File: config.mk
export PLATFORM = sky130hd
export DESIGN_NAME = mul16_seq_ctrl
export DESIGN_NICKNAME = d
export VERILOG_FILES = /design/src/rtl/mul16_seq_ctrl.sv
export SDC_FILE = /design/constraint.sdc
export NUM_CORES = 1
export LEC_CHECK = 0
export ABC_AREA = 1
export CORE_MARGIN = 4
export CORE_UTILIZATION = 40
export DETAILED_ROUTE_END_ITERATION = 7
export PLACE_DENSITY = 0.69
export SKIP_LAST_GASP = 1
export SLEW_MARGIN = 20
export SYNTH_ARGS = -nofsm -noshare
export SYNTH_HDL_FRONTEND = slang
export SYNTH_SLANG_ARGS = --single-unit
File: constraint.sdc
create_clock -name clk -period 14.9 [get_ports clk]
set_input_delay 4.47 -clock clk [delete_from_list [all_inputs] [get_ports clk]]
set_output_delay 4.47 -clock clk [all_outputs]
set_load 0.02 [all_outputs]
File: src/rtl/mul16_seq_ctrl.sv
// Sequenced 16x16 unsigned multiplier: four 8x8 half-products run through one
// shared Wallace-tree 8x8 multiplier and accumulate into a 32-bit result.

module walmult8x8 (
    input  logic [7:0]  i_x,
    input  logic [7:0]  i_y,
    output logic [15:0] o_p_c
);
    localparam int unsigned PW = 16;

    logic [PW-1:0] w_pp [8];
    logic [PW-1:0] w_s0, w_c0, w_s1, w_c1, w_s2, w_c2, w_s3, w_c3;
    logic [PW-1:0] w_s4, w_c4, w_s5, w_c5;

    // 3:2 carry-save compressor over a whole row; returns {carry, sum}
    function automatic logic [2*PW-1:0] f_csa(input logic [PW-1:0] x,
                                              input logic [PW-1:0] y,
                                              input logic [PW-1:0] z);
        logic [PW-1:0] s;
        logic [PW-1:0] c;
        s = x ^ y ^ z;
        c = PW'(((x & y) | (x & z) | (y & z)) << 1);
        return {c, s};
    endfunction

    for (genvar g = 0; g < 8; g++) begin : g_pp
        assign w_pp[g] = PW'({8{i_y[g]}} & i_x) << g;
    end

    // Reduction tree: 8 -> 6 -> 4 -> 3 -> 2 rows, then one carry-propagate add.
    // Row sums are modulo 2^16, which is exact since the product fits in 16 bits.
    assign {w_c0, w_s0} = f_csa(w_pp[0], w_pp[1], w_pp[2]);
    assign {w_c1, w_s1} = f_csa(w_pp[3], w_pp[4], w_pp[5]);
    assign {w_c2, w_s2} = f_csa(w_s0, w_c0, w_s1);
    assign {w_c3, w_s3} = f_csa(w_c1, w_pp[6], w_pp[7]);
    assign {w_c4, w_s4} = f_csa(w_s2, w_c2, w_s3);
    assign {w_c5, w_s5} = f_csa(w_s4, w_c4, w_c3);
    assign o_p_c = w_s5 + w_c5;
endmodule

module mul16_seq_ctrl #(
    parameter bit EARLY_OUT = 1'b1
) (
    input  logic        clk,
    input  logic        rst,
    input  logic        in_valid,
    output logic        in_ready,
    input  logic [15:0] a,
    input  logic [15:0] b,
    output logic        out_valid,
    input  logic        out_ready,
    output logic [31:0] z,
    output logic        busy
);
    localparam int unsigned OW = 16;
    localparam int unsigned HW = 8;
    localparam int unsigned ZW = 32;
    localparam int unsigned NSTEP = 4;

    typedef enum logic [1:0] {
        S_IDLE = 2'd0,
        S_MUL  = 2'd1,
        S_DONE = 2'd2
    } state_t;

    state_t            r_state, w_state_nxt;
    logic [OW-1:0]     r_a, r_b, w_a_nxt, w_b_nxt;
    logic [ZW-1:0]     r_acc, w_acc_nxt, w_acc_sum;
    logic [ZW-1:0]     r_z, w_z_nxt;
    logic [NSTEP-1:0]  r_mask, w_mask_nxt, w_step_oh;
    logic              r_out_valid, w_out_valid_nxt;
    logic              r_in_ready, w_in_ready_nxt;
    logic              r_busy, w_busy_nxt;
    logic [1:0]        w_step;
    logic              w_has_step;
    logic [HW-1:0]     w_mul_x, w_mul_y;
    logic [2*HW-1:0]   w_prod;
    logic [ZW-1:0]     w_term;

    // Steps that contribute: bit k set when both selected halves are non-zero
    function automatic logic [NSTEP-1:0] f_mask(input logic [OW-1:0] x,
                                                input logic [OW-1:0] y);
        logic xl, xh, yl, yh;
        xl = (x[HW-1:0] != '0);
        xh = (x[OW-1:HW] != '0);
        yl = (y[HW-1:0] != '0);
        yh = (y[OW-1:HW] != '0);
        return {xh && yh, xh && yl, xl && yh, xl && yl};
    endfunction

    // Lowest pending step and the operand halves/shift it selects
    always_comb begin
        w_step = 2'd3;
        if (r_mask[0])      w_step = 2'd0;
        else if (r_mask[1]) w_step = 2'd1;
        else if (r_mask[2]) w_step = 2'd2;
        w_has_step = (r_mask != '0);
        w_step_oh  = w_has_step ? (NSTEP'(1) << w_step) : '0;
        w_mul_x    = w_step[1] ? r_a[OW-1:HW] : r_a[HW-1:0];
        w_mul_y    = w_step[0] ? r_b[OW-1:HW] : r_b[HW-1:0];
    end

    walmult8x8 u_mult (
        .i_x   (w_mul_x),
        .i_y   (w_mul_y),
        .o_p_c (w_prod)
    );

    always_comb begin
        w_term = ZW'(w_prod);
        unique case (w_step)
            2'd0:       w_term = ZW'(w_prod);
            2'd1, 2'd2: w_term = ZW'(w_prod) << 8;
            2'd3:       w_term = ZW'(w_prod) << 16;
            default:    w_term = ZW'(w_prod);
        endcase
        w_acc_sum = w_has_step ? (r_acc + w_term) : r_acc;
    end

    always_ff @(posedge clk or posedge rst) begin
        if (rst) begin
            r_state     <= S_IDLE;
            r_a         <= '0;
            r_b         <= '0;
            r_acc       <= '0;
            r_z         <= '0;
            r_mask      <= '0;
            r_out_valid <= 1'b0;
            r_in_ready  <= 1'b1;
            r_busy      <= 1'b0;
        end else begin
            r_state     <= w_state_nxt;
            r_a         <= w_a_nxt;
            r_b         <= w_b_nxt;
            r_acc       <= w_acc_nxt;
            r_z         <= w_z_nxt;
            r_mask      <= w_mask_nxt;
            r_out_valid <= w_out_valid_nxt;
            r_in_ready  <= w_in_ready_nxt;
            r_busy      <= w_busy_nxt;
        end
    end

    // Next-state and registered-output logic
    always_comb begin
        w_state_nxt     = r_state;
        w_a_nxt         = r_a;
        w_b_nxt         = r_b;
        w_acc_nxt       = r_acc;
        w_z_nxt         = r_z;
        w_mask_nxt      = r_mask;
        w_out_valid_nxt = r_out_valid;

        unique case (r_state)
            S_IDLE: begin
                if (in_valid) begin
                    w_a_nxt     = a;
                    w_b_nxt     = b;
                    w_acc_nxt   = '0;
                    w_mask_nxt  = EARLY_OUT ? f_mask(a, b) : '1;
                    w_state_nxt = S_MUL;
                end
            end
            S_MUL: begin
                // An empty mask still spends this one cycle and adds nothing
                w_acc_nxt  = w_acc_sum;
                w_mask_nxt = r_mask & ~w_step_oh;
                if (w_mask_nxt == '0) begin
                    w_z_nxt         = w_acc_sum;
                    w_out_valid_nxt = 1'b1;
                    w_state_nxt     = S_DONE;
                end
            end
            S_DONE: begin
                if (out_ready) begin
                    w_out_valid_nxt = 1'b0;
                    w_state_nxt     = S_IDLE;
                end
            end
            default: begin
                w_out_valid_nxt = 1'b0;
                w_state_nxt     = S_IDLE;
            end
        endcase

        w_in_ready_nxt = (w_state_nxt == S_IDLE);
        w_busy_nxt     = (w_state_nxt != S_IDLE);
    end

    assign in_ready  = r_in_ready;
    assign out_valid = r_out_valid;
    assign z         = r_z;
    assign busy      = r_busy;
endmodule

Yosys cells after proc, flatten, opt, wreduce, memory -nomap -nowiden
Cells that the tools add are included.

operators by class
  $add $sub $neg = 2
  equal/unequal tests = 8
  shift-type cells = 1
  mux-type cells = 19
  bitwise operators = 53
  reductions and logical operators = 20

operator list
  kind                                           count
  bitwise AND 15 bit                             18
  bitwise OR 15 bit                              12
  XOR 16 bit                                     8
  one-hot mux 32 bit (3 select lines)            1
  bitwise AND 8 bit                              8
  2-to-1 mux 32 bit                              2
  one-hot mux 32 bit (2 select lines)            1
  adder 32 bit                                   1
  nonzero test 8 bit                             4
  adder 16 bit                                   1
  2-to-1 mux 8 bit                               2
  XOR 16 x 10 -> 16 bit                          1
  XOR 16 x 13 -> 16 bit                          1
  XOR 16 x 14 -> 16 bit                          1
  XOR 16 x 15 -> 16 bit                          1
  2-to-1 mux 2 bit                               5
  2-to-1 mux 4 bit                               2
  one-hot mux 4 bit (2 select lines)             1
  == test 2 bit (second input constant)          3
  zero test 2 bit                                3
  inequality test 2 bit (second input constant)  3
  one-hot mux 2 bit (3 select lines)             1
  AND reduction 2 bit                            3
  bitwise AND 4 bit                              1
  12 further kinds                               19

storage, ports and cells
  register bits after elaboration = 105
  input bits = 36
  output and inout port bits = 35
  logic and storage cells = 112

Logic depth before layout (Yosys ltp)
  depth in word-level cells = 22
  gate-level depth with buffers = 38
  depth with buffers taken out = 38

Cells and area by module
From an unflattened synthesis, not the netlist that was laid out.

second synthesis, totals
  cell total of the unflattened synthesis = 1444
  area total of the unflattened synthesis = 9452.8 µm²

by module, submodules not included
  module          instances  cells an instance  area each (µm²)  sequential area each (µm²)
  mul16_seq_ctrl  1          1134               7374.6           2628.8
  walmult8x8      1          310                2078.2           0.0

Least setup slack after synthesis
Ideal clock, no wire load.

  path kind = flip-flop to flip-flop
  start = register r_mask[1]
  end = register r_acc[31]
  library setup time = 117 ps
  data arrival time = 6074 ps
  required time = 14783 ps
  path slack = 8709 ps
  stages on the path, launching flop included = 32
  buffers on the path = 0
  period minus slack after synthesis = 6191 ps
  path through = dfrtp_1 > inv_1 > a21oi_2 > mux2i_1 > nor2_1 > fa_1 > inv_1 > fa_1 > fa_1 > fa_1 > inv_1 > ha_1 > a21oi_1 > o21ai_0 > a21oi_1 > nor2_1 > nor2_1 > xor2_1 > o21ai_0 > ha_1 > nand2_1 > nor2_1 > and3_1 > nand2_1 > nand2_1 > nand2_1 > nand3_1 > nand3_1 > nand2_1 > nand2_1 > nand2_1 > nand2_1

between the ends
  word-level cells in the longest chain between the ends = 21
  elaborated cells between the ends (all ways) = 65
  classes of those cells = add/sub (2); eq/ne (3); mux (7); bitwise (50); reduce/logical (3)

ends and longest elaborated chain
  item                                   line     source
  start: declaration                     70       logic [NSTEP-1:0] r_mask, w_mask_nxt, w_step_oh;
  start signal: assignment               137      r_mask <= w_mask_nxt;
  2-to-1 mux 2 bit                       95       else if (r_mask[1]) w_step = 2'd1;
  2-to-1 mux 2 bit                       94       if (r_mask[0]) w_step = 2'd0;
  2-to-1 mux 8 bit (on tied branches)    100, 99
  bitwise AND 8 bit                      27       assign w_pp[g] = PW'({8{i_y[g]}} & i_x) << g;
  bitwise AND 15 bit                     22       c = PW'(((x & y) | (x & z) | (y & z)) << 1);
  bitwise OR 15 bit (2 in a row)         22
  bitwise AND 15 bit                     22
  bitwise OR 15 bit (2 in a row)         22
  bitwise AND 15 bit                     22
  bitwise OR 15 bit (2 in a row)         22
  bitwise AND 15 bit                     22
  bitwise OR 15 bit (2 in a row)         22
  adder 16 bit                           38       assign o_p_c = w_s5 + w_c5;
  one-hot mux 32 bit (3 select lines)    111      unique case (w_step)
  adder 32 bit                           117      w_acc_sum = w_has_step ? (r_acc + w_term) : r_acc;
  2-to-1 mux 32 bit *                    117
  one-hot mux 32 bit (2 select lines) *  154      unique case (r_state)
  end signal: assignment                 135      r_acc <= w_acc_nxt;
  end: declaration                       68       logic [ZW-1:0] r_acc, w_acc_nxt, w_acc_sum;

Mark *: on every way between the ends. The rest lies on a longest branch, timed or not.
A chain may end at the register's enable or synchronous reset.

Worst setup path after layout
  start = register r_mask[1]
  end = register r_z[17], in the netlist z[17]

between the ends
  word-level cells in the longest chain between the ends = 20
  elaborated cells between the ends (all ways) = 70
  classes of those cells = add/sub (2); eq/ne (3); shift (1); mux (7); bitwise (52); reduce/logical (5)

ends and longest elaborated chain
  item                                 line     source
  2-to-1 mux 2 bit                     95
  2-to-1 mux 2 bit                     94
  2-to-1 mux 8 bit (on tied branches)  100, 99
  bitwise AND 8 bit                    27
  bitwise AND 15 bit                   22
  bitwise OR 15 bit (2 in a row)       22
  bitwise AND 15 bit                   22
  bitwise OR 15 bit (2 in a row)       22
  bitwise AND 15 bit                   22
  bitwise OR 15 bit (2 in a row)       22
  bitwise AND 15 bit                   22
  bitwise OR 15 bit (2 in a row)       22
  adder 16 bit                         38
  one-hot mux 32 bit (3 select lines)  111
  adder 32 bit                         117
  2-to-1 mux 32 bit                    117
  end signal: assignment               136      r_z <= w_z_nxt;
  end: declaration                     69       logic [ZW-1:0] r_z, w_z_nxt;

Parallel ways exist; a longest one is shown, timed or not.

==> results.json <==
{
  "synth_area_leaders": "dfrtp_1, nand2_1, fa_1, ha_1, inv_1",
  "path_class": "flop to flop",
  "cp_slowest_cell": "mux2i_1",
  "grt_usage": 0.211,
  "antenna_found_initial": 0,
  "critical-path-max-stage-delay_ns": 0.63,
  "die_w_microns": 156,
  "drc": 0,
  "die_h_microns": 156,
  "max_clock_freq_mhz": 137,
  "gp_congestion": 0.989,
  "portBuffers": 70,
  "finClkSkew_ns": 0.0139,
  "clock-sinks": 105,
  "synthCells": 1240,
  "layout_common_cells": "nand2_1, inv_1, nor2_1",
  "fin_crit_ns": 7.29,
  "area_growth_pct": 14.5,
  "setup_viol": 0,
  "final_nets": 1432,
  "ctsHoldBuffers": 0,
  "crit_required_ns": 15.16,
  "die_area_sq_um": 24300,
  "cts_root_buf": "clkbuf_16",
  "cp_max_fo": 8,
  "avgSynthCellArea_sq_um": 7.04,
  "synth-main-ff-cell": "dfrtp_1",
  "ioPinCount": 71,
  "tightest_slew_ns": 1.02,
  "outcome": "complete, no violations",
  "setup_tns_ns": 0,
  "min_period_over_period": 0.489,
  "ctsHtreeMaxLevel": 3,
  "async_flop_share": 1.00,
  "cts.clk_slew.worst_paths_ns": 0.09,
  "crit_path_start_kind": "flop",
  "stdcell_count": 1577,
  "hold_violations": 0,
  "worstSetupEndpointType": "flop",
  "drt_iter0_drc": 742,
  "rows": 53,
  "vias_per_cell": 5.16,
  "detailed_place_hpwl_microns": 19400,
  "dr.pass1.iters": 5,
  "grt_overflow": 0,
  "crit_arrival_ns": 7.54,
  "routed_wl_microns": 24600,
  "yosysTopAreaCellShare": 0.298,
  "cts_tree": "yes",
  "antenna_cells": 0,
  "slew_headroom": 0.321,
  "netlist_area_sq_um": 8730,
  "ant_nets": 0,
  "rsz0062_at_grt": "false",
  "maxSlewViolCount": 0,
  "vias": 8134,
  "dp_cells": 1561,
  "yosysSeqAreaShare": 0.301,
  "yosysUniqueCellTypes": 43,
  "ctsResizeCount": 0,
  "initial_core_util": 0.412,
  "min_path_type": "flop to flop",
  "clk_path_buf_depth": 2,
  "first_global_vias": 7980,
  "cap_violations": 0,
  "yosysTopAreaCell": "dfrtp_1",
  "yosys_warnings": 0,
  "cts_setup_buffers": 0,
  "core_area_sq_um": 21200,
  "wl_per_cell_microns": 15.6,
  "final_common_cell": "nand2_1",
  "grt_max_degree": 66,
  "grt_pass1_wl_microns": 41100,
  "ys_seq_elements": 105,
  "numCtsBuffers": 9,
  "clk_latency_ns": 0.37,
  "synth_edf_count": 0,
  "layout-drive-gt1-share": 0.0453,
  "synth_nets": 1375
}
[synthesized netlist by cell type (13+ instances only)]
cell type and count:
a21oi_1 51, clkbuf_1 21, dfrtp_1 104, fa_1 40, ha_1 59, inv_1 173, nand2_1 361, nand3_1 82
nand4_1 13, nor2_1 129, o21ai_0 85, o21ai_1 13, o22ai_1 15, or2_2 21
[layout make-up]
cell class / count / area [sq um]
clock buffer: 9 / 225
clock inverter: 7 / 81.3
fill: 2196 / 11200
inverter: 178 / 673
multi-input combinational: 929 / 5310
sequential: 105 / 2630
tap: 275 / 344
timing repair buffer: 74 / 731
[registers in the layout, summed over array words and instances, names as in the netlist]
register,count
r_acc,32
z,32
r_a,16
r_b,16
r_mask,4
r_state,2
busy,1
in_ready,1
out_valid,1
[worst max-delay path: cells and delay by family, from the launching register on]
kind                       cells  cell delay [ns]
and+or+nand+nor               11             1.43
xor gates and xnor gates       2             0.50
buffers and inverters          4             0.29
DFF                            1             0.41
adders and majority gates      6             2.82
muxes                          1             0.63
AOI/OAI and AO/OA              5             1.09
[layer usage]
metal  global-route usage  part of all wire  vias up
met5                    0                 0        -
met4               0.0463             0.013        0
met3               0.0413             0.071       21
met2                0.329              0.44      248
met1                0.308              0.48     3790
li1                     -                 -     4075
[path summary, 6_finish.rpt]
kind                           start  slack, ns  depth (start not counted)      to
setup reg to reg           r_mask[1]       7.61                         29   z[17]
max in group asynchronous        rst       9.13                          3  r_a[3]
hold / removal                 z[30]       0.48                          2   z[30]
setup / recovery           r_mask[1]       7.61                         29   z[17]
min in group asynchronous        rst       4.49                          2   z[26]
hold reg to reg                z[30]       0.48                          2   z[30]
[per-stage QoR]
stage                     setup WS [ns]  hold WS, ns  area [sq um]   util
after detailed placement           7.80        0.464          9690  0.457
final                              7.61        0.483         10000  0.471
after floorplan                    7.67        0.440          8730      -
after global placement             7.87        0.463          9690  0.457
after global routing               6.99        0.506         10000  0.471
after CTS                          7.73        0.485         10000  0.471
[logic make-up after synthesis]
| logic type | after synthesis | synth area share |
|---|---|---|
| flops | 105 | 0.301 |
| mux | 4 | 0.00458 |
| xor+xnor | 13 | 0.0130 |
| compound gates | 184 | 0.114 |
| fa+ha+maj | 99 | 0.176 |
| simple gates | 629 | 0.300 |
| buf+inv | 206 | 0.0912 |
Power is not shown: default switching activity piles up to over one toggle a cycle in this logic, so the estimate is an artifact.
